**config.mk**
```make
export PLATFORM = sky130hd
export DESIGN_NAME = sc_ifetch
export DESIGN_NICKNAME = d
export VERILOG_FILES = /design/src/rtl/sc_pkg.sv /design/src/rtl/sc_npc.sv /design/src/rtl/sc_ifetch.sv
export SDC_FILE = /design/constraint.sdc
export NUM_CORES = 1
export LEC_CHECK = 0
export ABC_CLOCK_PERIOD_IN_PS = 3700
export CELL_PAD_IN_SITES_DETAIL_PLACEMENT = 2
export CELL_PAD_IN_SITES_GLOBAL_PLACEMENT = 2
export CORE_MARGIN = 2
export CORE_UTILIZATION = 23
export DETAILED_ROUTE_END_ITERATION = 10
export GPL_TIMING_DRIVEN = 0
export PLACE_DENSITY_LB_ADDON = 0.1
export SYNTH_ARGS = -nofsm -noshare
export SYNTH_HDL_FRONTEND = slang
export SYNTH_HIERARCHICAL = 1
export SYNTH_SLANG_ARGS = --single-unit
```
**constraint.sdc**
```tcl
create_clock -name clk -period 3.7 [get_ports clk]
set_clock_uncertainty 0.15 [all_clocks]
set_input_delay 0.74 -clock clk [delete_from_list [all_inputs] [get_ports clk]]
set_output_delay 0.74 -clock clk [all_outputs]
set_load 0.1 [all_outputs]
```
**src/rtl/sc_pkg.sv**
```systemverilog
// Shared single-cycle CPU definitions: next-PC select encodings, fetch states
// and the default reset PC.
package sc_pkg;

  localparam logic [1:0] PC_SEQ = 2'b00;
  localparam logic [1:0] PC_BR  = 2'b01;
  localparam logic [1:0] PC_JR  = 2'b10;
  localparam logic [1:0] PC_J   = 2'b11;

  typedef enum logic [1:0] {
    ST_IDLE  = 2'd0,
    ST_FETCH = 2'd1,
    ST_ISSUE = 2'd2
  } fetch_state_t;

  localparam logic [31:0] RESET_PC_DEF = 32'h0000_0000;

endpackage

```
**src/rtl/sc_npc.sv**
```systemverilog
// Next-PC selection for the fetch unit; purely combinational.
// Only inst[25:0] is needed: the branch immediate and the jump index.
module sc_npc
  import sc_pkg::*;
(
  input  logic [31:0] pc4,
  input  logic [25:0] inst,
  input  logic [31:0] ra,
  input  logic [1:0]  pcsource,
  output logic [31:0] npc,
  output logic        misalign
);

  logic signed [31:0] br_off;

  assign br_off = {{14{inst[15]}}, inst[15:0], 2'b00};

  always_comb begin
    npc      = pc4;
    misalign = 1'b0;
    case (pcsource)
      PC_BR: npc = pc4 + br_off;
      PC_JR: begin
        // Low bits are dropped so the PC stays word aligned; the caller is told.
        npc      = {ra[31:2], 2'b00};
        misalign = |ra[1:0];
      end
      PC_J:    npc = {pc4[31:28], inst[25:0], 2'b00};
      default: npc = pc4;
    endcase
  end

endmodule

```
**src/rtl/sc_ifetch.sv**
```systemverilog
// Instruction-fetch unit: PC register, ready-handshake fetch from instruction
// memory, and next-PC commit on the datapath's advance strobe.
module sc_ifetch
  import sc_pkg::*;
#(
  parameter logic [31:0] RESET_PC = RESET_PC_DEF
) (
  input  logic        clk,
  input  logic        rst,
  output logic        imem_req,
  output logic [31:0] imem_addr,
  input  logic        imem_ready,
  input  logic [31:0] imem_rdata,
  output logic [31:0] inst,
  output logic [11:0] op,
  output logic        inst_valid,
  output logic [31:0] pc,
  output logic [31:0] pc4,
  input  logic [1:0]  pcsource,
  input  logic [31:0] ra,
  input  logic        advance,
  output logic        misalign,
  output logic [31:0] instret
);

  fetch_state_t state_p0;
  logic [31:0]  npc;
  logic         npc_misalign;

  assign pc4       = pc + 32'd4;
  assign imem_addr = pc;
  assign op        = {inst[31:26], inst[5:0]};

  sc_npc u_npc (
    .pc4      (pc4),
    .inst     (inst[25:0]),
    .ra       (ra),
    .pcsource (pcsource),
    .npc      (npc),
    .misalign (npc_misalign)
  );

  always_ff @(posedge clk) begin
    if (rst) begin
      state_p0   <= ST_IDLE;
      pc         <= RESET_PC;
      inst       <= 32'h0;
      imem_req   <= 1'b0;
      inst_valid <= 1'b0;
      misalign   <= 1'b0;
      instret    <= 32'h0;
    end else begin
      misalign <= 1'b0;
      case (state_p0)
        ST_IDLE: begin
          state_p0 <= ST_FETCH;
          imem_req <= 1'b1;
        end
        ST_FETCH: begin
          if (imem_ready) begin
            inst       <= imem_rdata;
            state_p0   <= ST_ISSUE;
            imem_req   <= 1'b0;
            inst_valid <= 1'b1;
          end
        end
        ST_ISSUE: begin
          if (advance) begin
            pc         <= npc;
            instret    <= instret + 32'd1;
            misalign   <= npc_misalign;
            state_p0   <= ST_FETCH;
            imem_req   <= 1'b1;
            inst_valid <= 1'b0;
          end
        end
        default: begin
          state_p0   <= ST_IDLE;
          imem_req   <= 1'b0;
          inst_valid <= 1'b0;
        end
      endcase
    end
  end

endmodule

```
* Word-level counts from Yosys, hierarchy flattened
Cells that the tools add are included. Widths: inputs -> output; s select.
Storage, ports and cells: bits in registers 101, bits in latches 0, bits in writable memories 0, bits in read-only memories 0, input bits 70, output and inout port bits 175, logic and storage cells 38, memories 0
Operators by class: add/sub/neg operators 3, multiply operators 0, divide/modulo/power cells 0, magnitude comparators 0, equality and inequality tests 7, shift-type cells 0, multiplexer cells 10, bitwise logic cells 4, reduce and logical (&&, ||, !) cells 7
Operators by type and width (number):
- $pmux 32 s3 | 1
- $add 32x1->32 const B | 1
- $add 32x3->32 const B | 1
- $add 32x32->32 | 1
- $eq 2x2->1 const B | 3
- $pmux 1 s3 | 2
- $pmux 2 s3 | 1
- $reduce_and 2->1 | 3
- $eq 2x1->1 const B | 2
- $mux 1 | 4
- $mux 2 | 2
- $ne 2x2->1 const B | 2
- $not 1->1 | 4
- $reduce_or 4->1 | 1
- $reduce_and 3->1 | 1
- $logic_not 2->1 | 1
- $reduce_or 2->1 | 1

* Logic depth before layout (Yosys ltp)
depth in word-level cells 3, depth in mapped cells 17, gate-level depth less buffers 16

* By module
The synthesis kept the hierarchy.
Modules (own cells, without submodules):
- sc_ifetch | times used 1, cells each 606, area an instance 4783.3 um^2, seq. area each 2001.9 um^2
- sc_npc | times used 1, cells each 292, area an instance 2428.6 um^2, seq. area each 0.0 um^2

* Worst setup path after synthesis
Ideal clock, no wire load.
path kind flip-flop to flip-flop, start point register pc[4] (netlist: imem_addr[4]), end point register pc[29] (netlist: imem_addr[29]), library setup time 0.070 ns, arrival time 6.021 ns, required time 3.480 ns, setup slack -2.541 ns, cell stages (with the launch flop) 17, buffers on the path 1, clock period less this slack 6.241 ns, cells stage by stage dfxtp_1 > nand4_1 > nor4_2 > nand3_1 > xnor2_1 > ha_1 > clkbuf_1 > a21o_1 > a21o_1 > a21oi_1 > nor3b_1 > nor4b_1 > nor2_1 > xnor2_1 > o21ai_0 > nand2_1 > a21oi_1
On the way: longest elaborated chain between the ends 3
Ends and longest elaborated chain:
- start: declaration | RTL line sc_ifetch.sv:17 | output logic [31:0] pc,
- start signal: assignment | RTL line sc_ifetch.sv:69 | pc <= npc;
- $add 32x3->32 | RTL line sc_ifetch.sv:30 | assign pc4 = pc + 32'd4;
- net pc4[26] | RTL line sc_ifetch.sv:18 | output logic [31:0] pc4,
- $add 32x32->32 | RTL line sc_npc.sv:22 | PC_BR: npc = pc4 + br_off;
- $pmux 32 s3 | RTL line sc_npc.sv:21 | case (pcsource)
- net npc[29] | RTL line sc_ifetch.sv:27 | logic [31:0] npc;
The timed path passes the listed nets, and every way through them passes these cells. A chain may end at the register's enable or synchronous reset.

* Worst setup path after layout
start point register pc[2] (netlist: imem_addr[2]), end point register pc[31] (netlist: imem_addr[31])
On the way: longest elaborated chain between the ends 3
Ends and longest elaborated chain (RTL line):
- $add 32x3->32 (*) | sc_ifetch.sv:30
- $add 32x32->32 | sc_npc.sv:22
- $pmux 32 s3 (*) | sc_npc.sv:21
- net npc[31] | sc_ifetch.sv:27
The timed path passes the listed nets; every way through them passes the cells marked *.

==> qor.yml <==
logic_synthesis:
  yosysMostFrequentCell: "nand2_1"
  synthDistinctLibCells: 66
  ys_ff_latch: 100
  yosys.area_share.simple_pct: 24.46
  synthArstFlopShare_pct: 0
  synth_nets: 1000
  synth_top_cell_by_area: "dfxtp_1"
  synth_edf_count: 0
  synth_ff_type: "dfxtp_1"
  synth_xor_area_share_pct: 7.651
  ys_seq_area_share_pct: 27.76
  synth_area_um2: 7212
  synthAdderAreaFrac_pct: 5.656
  synth_top_family_by_area: "simple AND/OR/NAND/NOR gates"
  synthTopCellsByCount: "173 x nand2_1, 113 x a21oi_1, 100 x dfxtp_1"
  muxShareOfSynthArea_pct: 9.056
  syn_area_per_cell_um2: 8.031
  synth.top_cell.area_share_pct: 27.76
  yosys-top-cells-area: "dfxtp_1 28%, nand2_1 9.0%, a21oi_1 7.8%, mux4_2 7.5%, xnor2_1 5.5%"
  ys_warn_count: 6
  synth_compound_area_share_pct: 16.93
  synthCells: 898
timing:
  layout_setup_ws_ns: -0.1375
  drv_slew: 0
  worstMarginPinSlew_ns: 1.055
  holdWs_ns: 0.3185
  period_needed_ns: 3.837
  relSlewSlack_pct: 29.48
  min_period_over_period_pct: 103.7
  fmax_ghz: 0.2606
  hold_viol: 0
  setup_viol: 10
  rsz0062_at_grt: "true"
outcome:
  violations: "negative setup slack"
  status: "complete, but fails checks"
power_and_ir_drop:
  internal_power_mw: 1.801
  switching_share_pct: 35.89
  p_sw_mw: 1.008
  p_clk_share_pct: 35.9
  p_comb_share_pct: 24.2
  p_leak_nw: 4.593
  ir_drop_uv: 155.9
  total_power_mw: 2.809
  powerDensity_nw_per_um2: 228.8
  seqPwrFrac_pct: 39.9
cts:
  cts_hold_buf: 0
  clk_latency_ns: 0.37
  cts_tree: "built"
  cts_buffers: 9
  cts-htree-levels: 3
  clkTransAtPathRegs_ns: 0.08
  clockBufferDepth: 2
  cts_sinks: 100
  cts_root_buf: "clkbuf_16"
layout:
  final-seq-area_um2: 2082
  fillers: 3397
  syn_to_final_growth_pct: 70.23
  fin_nets: 1323
  drive_above_1_share_pct: 29.69
  multi_input_area_um2: 5767
  stdcell_area_um2: 12280
  final_core_util_pct: 39.93
global_routing:
  grt_antenna_before_repair: 2
  grt_pass1_vias: 8805
  grt_max_degree: 22
  track_usage_pct: 20.77
  grt_pass1_wl_mm: 52.59
  overflow: 0
critical_path:
  cp_slowest_cell: "or4b_1"
  slowest_delay_ns: 0.51
  critPathArrivalTime_ns: 3.97
  end_kind: "flop"
  crit_required_ns: 3.84
  crit_type: "reg -> reg"
  path_cells: "buf_6 > nand2_8 > nor4_4 > buf_12 > buf_12 > nand2_1 > xnor2_4 > ha_4 > inv_1 > o21ai_2 > a21oi_2 > o21ai_2 > a31oi_4 > o31ai_4 > or4b_1 > nand4_1 > nand2_1 > a21oi_1"
  start_kind: "flop"
  reg2reg_depth: 18
  crit_fanout: 6
die:
  die_h_um: 181.1
  initial_core_util_pct: 23.45
  ios: 245
  std_cell_rows: 64
  core_area_um2: 30750
  die_width_um: 181.1
  dieArea_um2: 32790
placed_design:
  port_buffers: 243
  dpl_cell_area_um2: 10730
  routabilityCongestion: 0.8005
  dp.final_hpwl_mm: 26.11
  place_ws_ns: -1.173
routing:
  routed_wl_mm: 34.84
  initialDrtViolationCount: 252
  post_drt_wl_per_cell_um: 21.45
  ant_nets: 0
  viasPerCell: 4.983
  firstDrtPassIters: 6
  vias: 8093
  drc: 0
job:
  maxCapViolCount: 0
min_path:
  hold_class: "reg -> reg"
  worstHoldPathCells: 2
## metrics by stage
stage                     setup TNS, ns  instances
final                           -0.6033       1624
after global routing             -2.638       1624
after CTS                       -0.6191       1594
after detailed placement         -27.01       1537
after global placement           -25.70       1537
after floorplan                  -13.66        898
## metal layers
layer	vias to the layer above	routed length (um)	global-route usage, %
li1	3808	-	-
met1	4119	15310	25.72
met3	25	1271	3.810
met5	-	0	0
met4	0	401	4.130
met2	141	17860	37.62
## cell families (layout without fill, tap and decap cells)
group,after synthesis,in the layout
compound gates,203,203
xor+xnor,63,63
fa+ha+maj,32,32
buf+inv,108,436
flops,100,100
mux,34,34
other cells,0,2
simple gates,358,358
## area by class of cell
| cell class | count | area share [%] |
|---|---|---|
| Multi-Input combinational cell | 690 | 46.97 |
| Timing Repair Buffer | 319 | 24.95 |
| Sequential cell | 100 | 16.96 |
| Buffer | 83 | 4.117 |
| Tap cell | 396 | 4.036 |
| Clock buffer | 9 | 1.834 |
| Inverter | 18 | 0.5503 |
| Clock inverter | 7 | 0.5402 |
| Antenna cell | 2 | 0.04077 |
## worst max-delay path, delay by kind of cell (launching register included)
| family | cells | cell delay, ns |
|---|---|---|
| AO/OA/AOI/OAI | 6 | 0.87 |
| XOR/XNOR | 1 | 0.31 |
| adder cells (fa/ha/maj) | 1 | 0.25 |
| buffers and inverters | 4 | 0.58 |
| flip-flops | 1 | 0.39 |
| AND/OR/NAND/NOR | 6 | 1.18 |
## registers in the layout (all words and copies together) (netlist names)
signal      cells
misalign        1
inst_valid      1
instret        32
state_p0        2
imem_addr      32
inst           32
## timing repair
action,in CTS,in global routing
setup buffers,45,32
setup endpoints to repair,45,31
resized for setup,114,103
pin swaps,40,51
## layout by cell type (no fill, tap or decap), types with 8 or more instances in the layout
| cell | netlist | routed |
|---|---|---|
| nand4_1 | 29 | 29 |
| ha_4 | 0 | 18 |
| mux2_2 | 10 | 10 |
| a21oi_2 | 2 | 17 |
| xnor2_1 | 45 | 20 |
| xor2_1 | 18 | 13 |
| a21o_1 | 10 | 10 |
| ha_1 | 31 | 8 |
| mux4_2 | 24 | 24 |
| a21oi_1 | 113 | 93 |
| o21a_1 | 9 | 9 |
| clkdlybuf4s15_2 | 0 | 8 |
| clkdlybuf4s50_1 | 0 | 219 |
| dfxtp_1 | 100 | 76 |
| inv_1 | 18 | 17 |
| nand2_2 | 0 | 9 |
| xnor2_4 | 0 | 19 |
| o21ai_1 | 0 | 8 |
| nand2_1 | 173 | 160 |
| buf_4 | 48 | 111 |
| dfxtp_4 | 0 | 20 |
| o21ai_2 | 3 | 11 |
| clkbuf_1 | 33 | 29 |
| clkbuf_16 | 0 | 9 |
| nor2b_1 | 15 | 15 |
| buf_6 | 3 | 10 |
| nor2_1 | 46 | 41 |
| o21ai_0 | 29 | 13 |
| nand3_1 | 22 | 15 |
## path summary, 6_finish.rpt
| kind | slack, ns | from | end |
|---|---|---|---|
| worst max-delay path | -0.14 | imem_addr[2]$_SDFFE_PP0P_ | imem_addr[31]$_SDFFE_PP0P_ |
| worst min-delay path | 0.32 | inst_valid$_SDFFE_PP0P_ | inst_valid$_SDFFE_PP0P_ |
| worst max register to register | -0.14 | imem_addr[2]$_SDFFE_PP0P_ | imem_addr[31]$_SDFFE_PP0P_ |
| worst min register to register | 0.32 | inst_valid$_SDFFE_PP0P_ | inst_valid$_SDFFE_PP0P_ |
## power groups by stage
| stage | Combinational (mW) | Clock, mW | Sequential, mW |
|---|---|---|---|
| after floorplan | 0.276 | 0 | 1.29 |
| after global placement | 0.645 | 0 | 1.15 |
| after detailed placement | 0.650 | 0 | 1.15 |
| after CTS | 0.668 | 1.05 | 1.12 |
| after global routing | 0.717 | 1.09 | 1.13 |
| final | 0.679 | 1.01 | 1.12 |
(Power assumes the default switching activity.)
